`config.mk`:
```
export PLATFORM = sky130hd
export DESIGN_NAME = register_file
export DESIGN_NICKNAME = d
export VERILOG_FILES = /design/src/rtl/register_file_pkg.sv /design/src/rtl/register_file_rf_read_port.sv /design/src/rtl/register_file.sv
export SDC_FILE = /design/constraint.sdc
export NUM_CORES = 2
export LEC_CHECK = 0
export CAP_MARGIN = 40
export CORE_MARGIN = 5
export CORE_UTILIZATION = 57
export DETAILED_ROUTE_END_ITERATION = 10
export PLACE_DENSITY_LB_ADDON = 0.15
export RECOVER_POWER = 100
export SYNTH_ARGS = -nofsm -noshare
export SYNTH_HDL_FRONTEND = slang
export SYNTH_SLANG_ARGS = --single-unit
```
`constraint.sdc`:
```
create_clock -name clk_in -period 39.9 [get_ports clk_in]
set_clock_uncertainty 0.15 [all_clocks]
set_input_delay 7.98 -clock clk_in [delete_from_list [all_inputs] [get_ports clk_in]]
set_output_delay 7.98 -clock clk_in [all_outputs]
set_load 0.01 [all_outputs]
```
`src/rtl/register_file_pkg.sv`:
```
// Shared constants and types for the rename-aware architectural register file.
package register_file_pkg;

    localparam int REG_COUNT             = 32;
    localparam int REG_ADDR_BIT          = 5;
    localparam int DATA_BIT              = 32;
    localparam int ROB_INDEX_BIT_DEFAULT = 4;

    typedef logic [REG_ADDR_BIT-1:0] reg_addr_t;
    typedef logic [DATA_BIT-1:0]     data_t;

    // x0 is hardwired: it is never written, never renamed, and always reads 0.
    function automatic logic is_writable(input reg_addr_t rd);
        return rd != '0;
    endfunction

endpackage

```
`src/rtl/register_file_rf_read_port.sv`:
```
// One combinational operand lookup: value/busy/tag of a source register, with
// a bypass of the value being committed this cycle by the producing ROB slot.
module rf_read_port
    import register_file_pkg::*;
#(
    parameter int ROB_INDEX_BIT = ROB_INDEX_BIT_DEFAULT
) (
    input  logic [REG_ADDR_BIT-1:0]  addr,
    input  logic [DATA_BIT-1:0]      values [REG_COUNT],
    input  logic [REG_COUNT-1:0]     busy,
    input  logic [ROB_INDEX_BIT-1:0] tags [REG_COUNT],
    input  logic [REG_ADDR_BIT-1:0]  commit_rd,
    input  logic [DATA_BIT-1:0]      commit_val,
    input  logic [ROB_INDEX_BIT-1:0] commit_rob_id,
    output logic [DATA_BIT-1:0]      val,
    output logic                     pending,
    output logic [ROB_INDEX_BIT-1:0] tag
);

    logic bypass;

    // The operand is resolved this very cycle if its producer is the slot committing now.
    assign bypass = busy[addr] && (commit_rd == addr) && (tags[addr] == commit_rob_id);

    // Select the stored value, the in-flight commit value, or the pending tag.
    always_comb begin
        // NOTE: every output gets a default first so no path leaves it unassigned,
        // which would otherwise infer a latch.
        val     = '0;
        pending = 1'b0;
        tag     = '0;
        if (!is_writable(addr)) begin
            val     = '0;
        end else if (bypass) begin
            val     = commit_val;
        end else begin
            val     = values[addr];
            pending = busy[addr];
            tag     = busy[addr] ? tags[addr] : '0;
        end
    end

endmodule

```
`src/rtl/register_file.sv`:
```
// Architectural register file with rename state: each register holds a value,
// a busy bit and the ROB slot that will produce its next value.
module register_file
    import register_file_pkg::*;
#(
    parameter int ROB_INDEX_BIT = ROB_INDEX_BIT_DEFAULT
) (
    input  logic                     clk_in,
    input  logic                     rst_in,
    input  logic                     rdy_in,
    input  logic                     clear_in,
    input  logic                     issue_req,
    input  logic [REG_ADDR_BIT-1:0]  issue_rd,
    input  logic [ROB_INDEX_BIT-1:0] issue_rob_id,
    input  logic [REG_ADDR_BIT-1:0]  commit_rd,
    input  logic [DATA_BIT-1:0]      commit_val,
    input  logic [ROB_INDEX_BIT-1:0] commit_rob_id,
    input  logic [REG_ADDR_BIT-1:0]  rs1_addr,
    input  logic [REG_ADDR_BIT-1:0]  rs2_addr,
    output logic [DATA_BIT-1:0]      rs1_val,
    output logic [DATA_BIT-1:0]      rs2_val,
    output logic                     rs1_busy,
    output logic                     rs2_busy,
    output logic [ROB_INDEX_BIT-1:0] rs1_tag,
    output logic [ROB_INDEX_BIT-1:0] rs2_tag
);

    data_t                    values [REG_COUNT];
    logic [REG_COUNT-1:0]     busy;
    logic [ROB_INDEX_BIT-1:0] tags [REG_COUNT];

    logic issue_fire;
    logic commit_fire;
    logic commit_retires;

    // A flush suppresses renaming; x0 is never renamed or written.
    assign issue_fire  = issue_req && is_writable(issue_rd) && !clear_in;
    assign commit_fire = is_writable(commit_rd);

    // Busy drops only if the committing slot is still the newest producer and
    // no younger instruction renames the same register in this cycle.
    assign commit_retires = commit_fire
                         && (tags[commit_rd] == commit_rob_id)
                         && !(issue_fire && (issue_rd == commit_rd));

    // Rename and commit state update; everything holds while rdy_in is low.
    always_ff @(posedge clk_in or posedge rst_in) begin
        if (rst_in) begin
            // NOTE: the value array is reset on purpose because registers must read
            // as zero after reset; this rules out mapping it onto a reset-less RAM.
            for (int i = 0; i < REG_COUNT; i++) begin
                values[i] <= '0;
                tags[i]   <= '0;
            end
            busy <= '0;
        end else if (rdy_in) begin
            // NOTE: non-blocking assignments, so every read above sees pre-edge state
            // regardless of statement order.
            if (commit_fire) begin
                values[commit_rd] <= commit_val;
            end
            if (clear_in) begin
                busy <= '0;
                for (int i = 0; i < REG_COUNT; i++) begin
                    tags[i] <= '0;
                end
            end else begin
                if (commit_retires) begin
                    busy[commit_rd] <= 1'b0;
                end
                if (issue_fire) begin
                    busy[issue_rd] <= 1'b1;
                    tags[issue_rd] <= issue_rob_id;
                end
            end
        end
    end

    rf_read_port #(.ROB_INDEX_BIT(ROB_INDEX_BIT)) u_rs1_port (
        .addr          (rs1_addr),
        .values        (values),
        .busy          (busy),
        .tags          (tags),
        .commit_rd     (commit_rd),
        .commit_val    (commit_val),
        .commit_rob_id (commit_rob_id),
        .val           (rs1_val),
        .pending       (rs1_busy),
        .tag           (rs1_tag)
    );

    rf_read_port #(.ROB_INDEX_BIT(ROB_INDEX_BIT)) u_rs2_port (
        .addr          (rs2_addr),
        .values        (values),
        .busy          (busy),
        .tags          (tags),
        .commit_rd     (commit_rd),
        .commit_val    (commit_val),
        .commit_rob_id (commit_rob_id),
        .val           (rs2_val),
        .pending       (rs2_busy),
        .tag           (rs2_tag)
    );

endmodule

```
# Word-level counts from Yosys, hierarchy flattened
# Cells that the tools add are included.
# Widths: inputs -> output; s select.
# word_totals
regBits	1184
in_bits	65
output_inout_bits	74
# classes
mux	50
magnitude_cmp	12
eq_ne	6
n_bitwise	7
reduce_logical	22
# ops
op	n
$bwmux 1024	1
$mux 32	14
$bmux 32 s5	2
$mux 128	2
$demux 32 s5	1
$bwmux 128	1
$bmux 4 s5	3
$mux 4	13
$and 32x32->32	1
$not 32->32	1
$or 32x32->32	1
$ge 6x6->1 const B	4
$lt 5x6->1 const B	4
$not 5->6	4
$demux 4 s5	1
$reduce_bool 5->1	4
$eq 5x5->1	3
$logic_and 1x1->1	13
$eq 4x4->1	3
$lt 6x1->1 const B	2
$bmux 1 s5	2
$demux 1 s5	2
$ge 5x1->1 const B	2
$mux 1	8
3 further kinds	5

# Logic depth before layout (Yosys ltp)
# logic_depth
ltp_word	13
depth_mapped	15

# Modules after synthesis
# Synthesis repeated with hierarchy kept, for this count alone.
# unflattened
cells_unflattened	4470
area_unflattened_um2	66142.2
# by_module_without_submodules
mod	area_per_inst_um2	n_inst	cells_each
register_file	45907.8	1	3056
rf_read_port	10117.2	2	707

# Worst setup path before layout
# OpenSTA, ideal clock, no wires.
# synth_timing
path_type	input to output
from	in rs1_addr[0]
to	out rs1_val[20]
required_ns	31.770
arrival_time_ns	10.831
path_slack_ns	20.939
path_buffers	6
path_stages	11
path_cell_list	buf_4 buf_4 buf_4 buf_2 buf_2 buf_1 mux4_2 mux4_2 mux2i_1 nor3b_1 a31o_2
# synth_between
elab_chain_cells	8
elab_cells_between_ends	16
classes_between	eq/ne: 2; mux: 10; bitwise: 1; reduce/logical: 3
# synth_lines
element	line_no	rtl
start, declared	register_file.sv:18	input logic [REG_ADDR_BIT-1:0] rs1_addr,
$not 5->6 (not written as such)	register_file_rf_read_port.sv:23, register_file_rf_read_port.sv:37	
$bmux 4 s5	register_file_rf_read_port.sv:23	assign bypass = busy[addr] && (commit_rd == addr) && (tags[addr] == commit_rob_id);
$mux 4 (not written as such) (2 in series)	register_file_rf_read_port.sv:23	
$eq 4x4->1	register_file_rf_read_port.sv:23	
$logic_and 1x1->1	register_file_rf_read_port.sv:23	
$mux 32	register_file_rf_read_port.sv:34	end else if (bypass) begin
$mux 32 (*)	register_file_rf_read_port.sv:32	if (!is_writable(addr)) begin
end, declared	register_file.sv:20	output logic [DATA_BIT-1:0] rs1_val,
# Mark *: on every way between the ends. The rest lies on a longest branch, timed or not. The select of a mux whose other input is x is not followed.

# Final worst setup path
# layout_timing
from	in rs1_addr[1]
to	out rs1_val[17]
# Same word-level chain as after synthesis.

==> results.md <==
- WP buf/inv: 6
- Initial antenna violation count: 4
- Pin count of the biggest net entering global routing: between 150 and 200
- Drt pass-1 iters: 8
- First-pass GRT wire length: between 200,000 and 300,000 um
- Cell variety after synth: 50
- Net count after synthesis: between 4,000 and 5,000
- Area taken by multi-input logic gates: roughly 33,000 um^2
- Yosys warns: 0
- Vias: ~42,000
- Net load switching power: approximately 0.0009 W
- Startpoint Class: input pin
- Async set-or-reset flop fraction in the synthesized netlist: 100.0%
- Final period utilization: between 70% and 80%
- Port-buffer cells: between 100 and 150
- Fin Hold WS: between 0.2 and 0.25 ns
- DR iter-0 viols: 4,276
- P&R area growth vs syn: 11.07%
- Critical path data arrival time: 21.78 ns
- Clock Power Share: 35.7%
- Flop-to-flop setup slack: 36.33 ns
- Layout cells sized above 1: a little under half
- Wirelength, routed: just under 200,000 um
- Dpl cell area: ~70,000 um^2
- Power share of the combinational group: between 20 and 25%
- Most frequent cells in the layout: dfrtp_1 (1,184), mux2_2 (995), mux4_2 (718)
- Reg power frac: 43.8%
- Sequential share of the synthesized area: a little under half
- CP max FO: around 130
- Mean Syn Cell Area: approximately 15 um^2
- Worst-margin pin slew: 9.617 ns
- Initial Util: between 50% and 60%
- Chip width: around 350 um
- Slowest stage delay, CP: 6.32 ns
- Die area: approximately 120,000 um^2
- Max-slew violation count: around 2,200
- Core area: 112,800 um^2
- Pleak: about 31 nW
- GRT Util Overall: around 33%
- GR Overflow Total: 0
- Worst-skew pair later-pin latency: ~0.75 ns
- Failing checks: capacitance limit, slew limit
- Number of synthesized flops with an enable pin: 0
- Clock Pin Slew Worst Setup and Hold Paths: roughly 0.060 ns
- Final worst setup slack: between 9 and 10 ns
- Gpl congestion: slightly below 1
- CP max-delay cell: clkbuf_1
- CTS Buf Count: 132
- Sw frac: around a quarter
- # hold bufs at CTS: 0
- Power density cells: 48.74 nW/um^2
- Register area: between 20,000 and 30,000 um^2
- Ant diodes: 0
- Sink Count: 1,184
- Final Hold Vio Count: 0
- Die H: between 300 and 400 um
- Cell Area, Synth: between 60,000 and 70,000 um^2
- Slew headroom: -541.1%
- Syn Inst Count: roughly 4,300
- Fmax: 33.43 MHz
- Clock Path Buffers: 3
- Most common cell after layout, fill and taps aside: dfrtp_1
- Vias in the first global route: 43,180
- Post CTS Setup Buffer Count: 0
- I/O pins: about 140
- Worst Path Required: between 30 and 40 ns
- Wire per inst: approximately 33 um
- Root Buffer: clkbuf_16
- Final #Nets: about 4,300
- Outcome: complete, but fails checks
- Post-layout instance area: 72,060 um^2
- Fill cells: between 8,000 and 9,000
- Vias per std cell: a little over 7
- # H-tree levels: 4
- Residual DRC: 0
- Max Cap Viol: between 60 and 70
- Site row count: approximately 120
- Post-CTS sizing: 0
- CP cell instances: buf_8 -> clkbuf_1 -> clkbuf_1 -> mux4_2 -> mux2i_1 -> mux4_2 -> or4b_4 -> a2111oi_4 -> buf_4 -> buf_12 -> nor3b_1 -> a31o_2 -> dlygate4sd3_1
- Antenna-violating nets left: 0
- Int Power: between 0.002 and 0.003 W
- #FFs+latches synth: ~1,200
- Placed Cells: ~5,600
- CP Capture Type: output port
- Endpoints failing setup: 0
- Post-route setup TNS: 0 ns
- Unrepaired setup endpoints after global routing: no
- Synth Flop Type: dfrtp_1
- Final min period: 29.91 ns
- Pre-CTS setup slack: approximately 18 ns
- Critical path class: input pin to output port
- Post-Layout Cell Count: 5,873
- Hold/Removal Path Class: register to register
- Delay-heaviest family, CP: buffers and inverters
- CTS tree: done
- Dpl hpwl: between 100,000 and 150,000 um
- VDD IR max: 0.00004546 V
-- cell type report --
class / count / share of cell area, %
multi-input combinational: 2642 / 46.25
inverter: 7 / 0.05035
tap: 1500 / 2.604
clock inverter: 36 / 0.6407
clock buffer: 202 / 5.586
timing repair buffer: 302 / 3.756
sequential: 1184 / 41.12
-- layer usage --
metal	track usage (%)	share of wire (%)	vias to the layer above
met2	50.39	47	1951
met4	12.42	3.8	2
met1	46.40	41	22680
met5	0	0.0067	-
li1	-	-	16730
met3	6.484	8.1	429
-- through the flow --
step                power, W  util [%]
floorplan           0.002064         -
global placement    0.002237     59.54
detailed placement  0.002281     60.96
CTS                 0.003536     64.94
global route        0.003650     63.88
finish              0.003512     63.88
-- registers in the layout, indices dropped and copies added, names as in the netlist --
name	cells
values	1024
busy	32
tags	128
-- Yosys cell counts, types with 13 or more instances --
master,instances,area (um^2)
nand3_1,13,65.06
nor3b_1,41,307.8
clkbuf_1,356,1336
o31ai_1,32,240.2
nand2_1,217,814.5
xnor2_1,14,122.6
buf_1,62,232.7
nor2b_1,14,87.58
o211ai_1,20,150.1
a22oi_1,36,270.3
mux2_2,995,11200
buf_2,64,320.3
mux4_2,718,16170
mux2i_1,143,1431
a31oi_1,33,206.5
a21oi_1,43,215.2
dfrtp_1,1184,29630
nor2_1,29,108.9
o21ai_0,157,785.8
a31o_2,26,227.7
-- final timing paths --
| check | from | endpoint | cells past startpoint |
|---|---|---|---|
| setup / recovery | rs1_addr[1] | rs1_val[17] | 13 |
| min in group asynchronous | rst_in | values[901]$_DFFE_PP0P_ | 3 |
| hold / removal | values[1007]$_DFFE_PP0P_ | values[1007]$_DFFE_PP0P_ | 0 |
| hold reg to reg | values[1007]$_DFFE_PP0P_ | values[1007]$_DFFE_PP0P_ | 0 |
| max in group asynchronous | rst_in | values[759]$_DFFE_PP0P_ | 7 |
| setup reg to reg | tags[49]$_DFFE_PP0P_ | busy[27]$_DFFE_PP0P_ | 8 |
-- cell families (layout without fill, tap and decap cells) --
logic type	Yosys count	count (layout)	share of synthesized area, %
DFF	1184	1184	45.67
muxes	1856	1856	44.40
and+or+nand+nor	375	375	2.738
buffers and inverters	498	547	3.068
AOI/OAI and AO/OA	387	387	3.805
xor gates and xnor gates	24	24	0.3240
-- power by group through the flow --
stage / registers [W] / logic, W / clock network (W)
final: 0.00154 / 0.000718 / 0.00126
after global routing: 0.00156 / 0.000767 / 0.00132
after CTS: 0.00153 / 0.000731 / 0.00127
after detailed placement: 0.00155 / 0.000728 / 0
after global placement: 0.00154 / 0.000701 / 0
after floorplan: 0.00151 / 0.000550 / 0
Power figures use the tool's default switching activity.
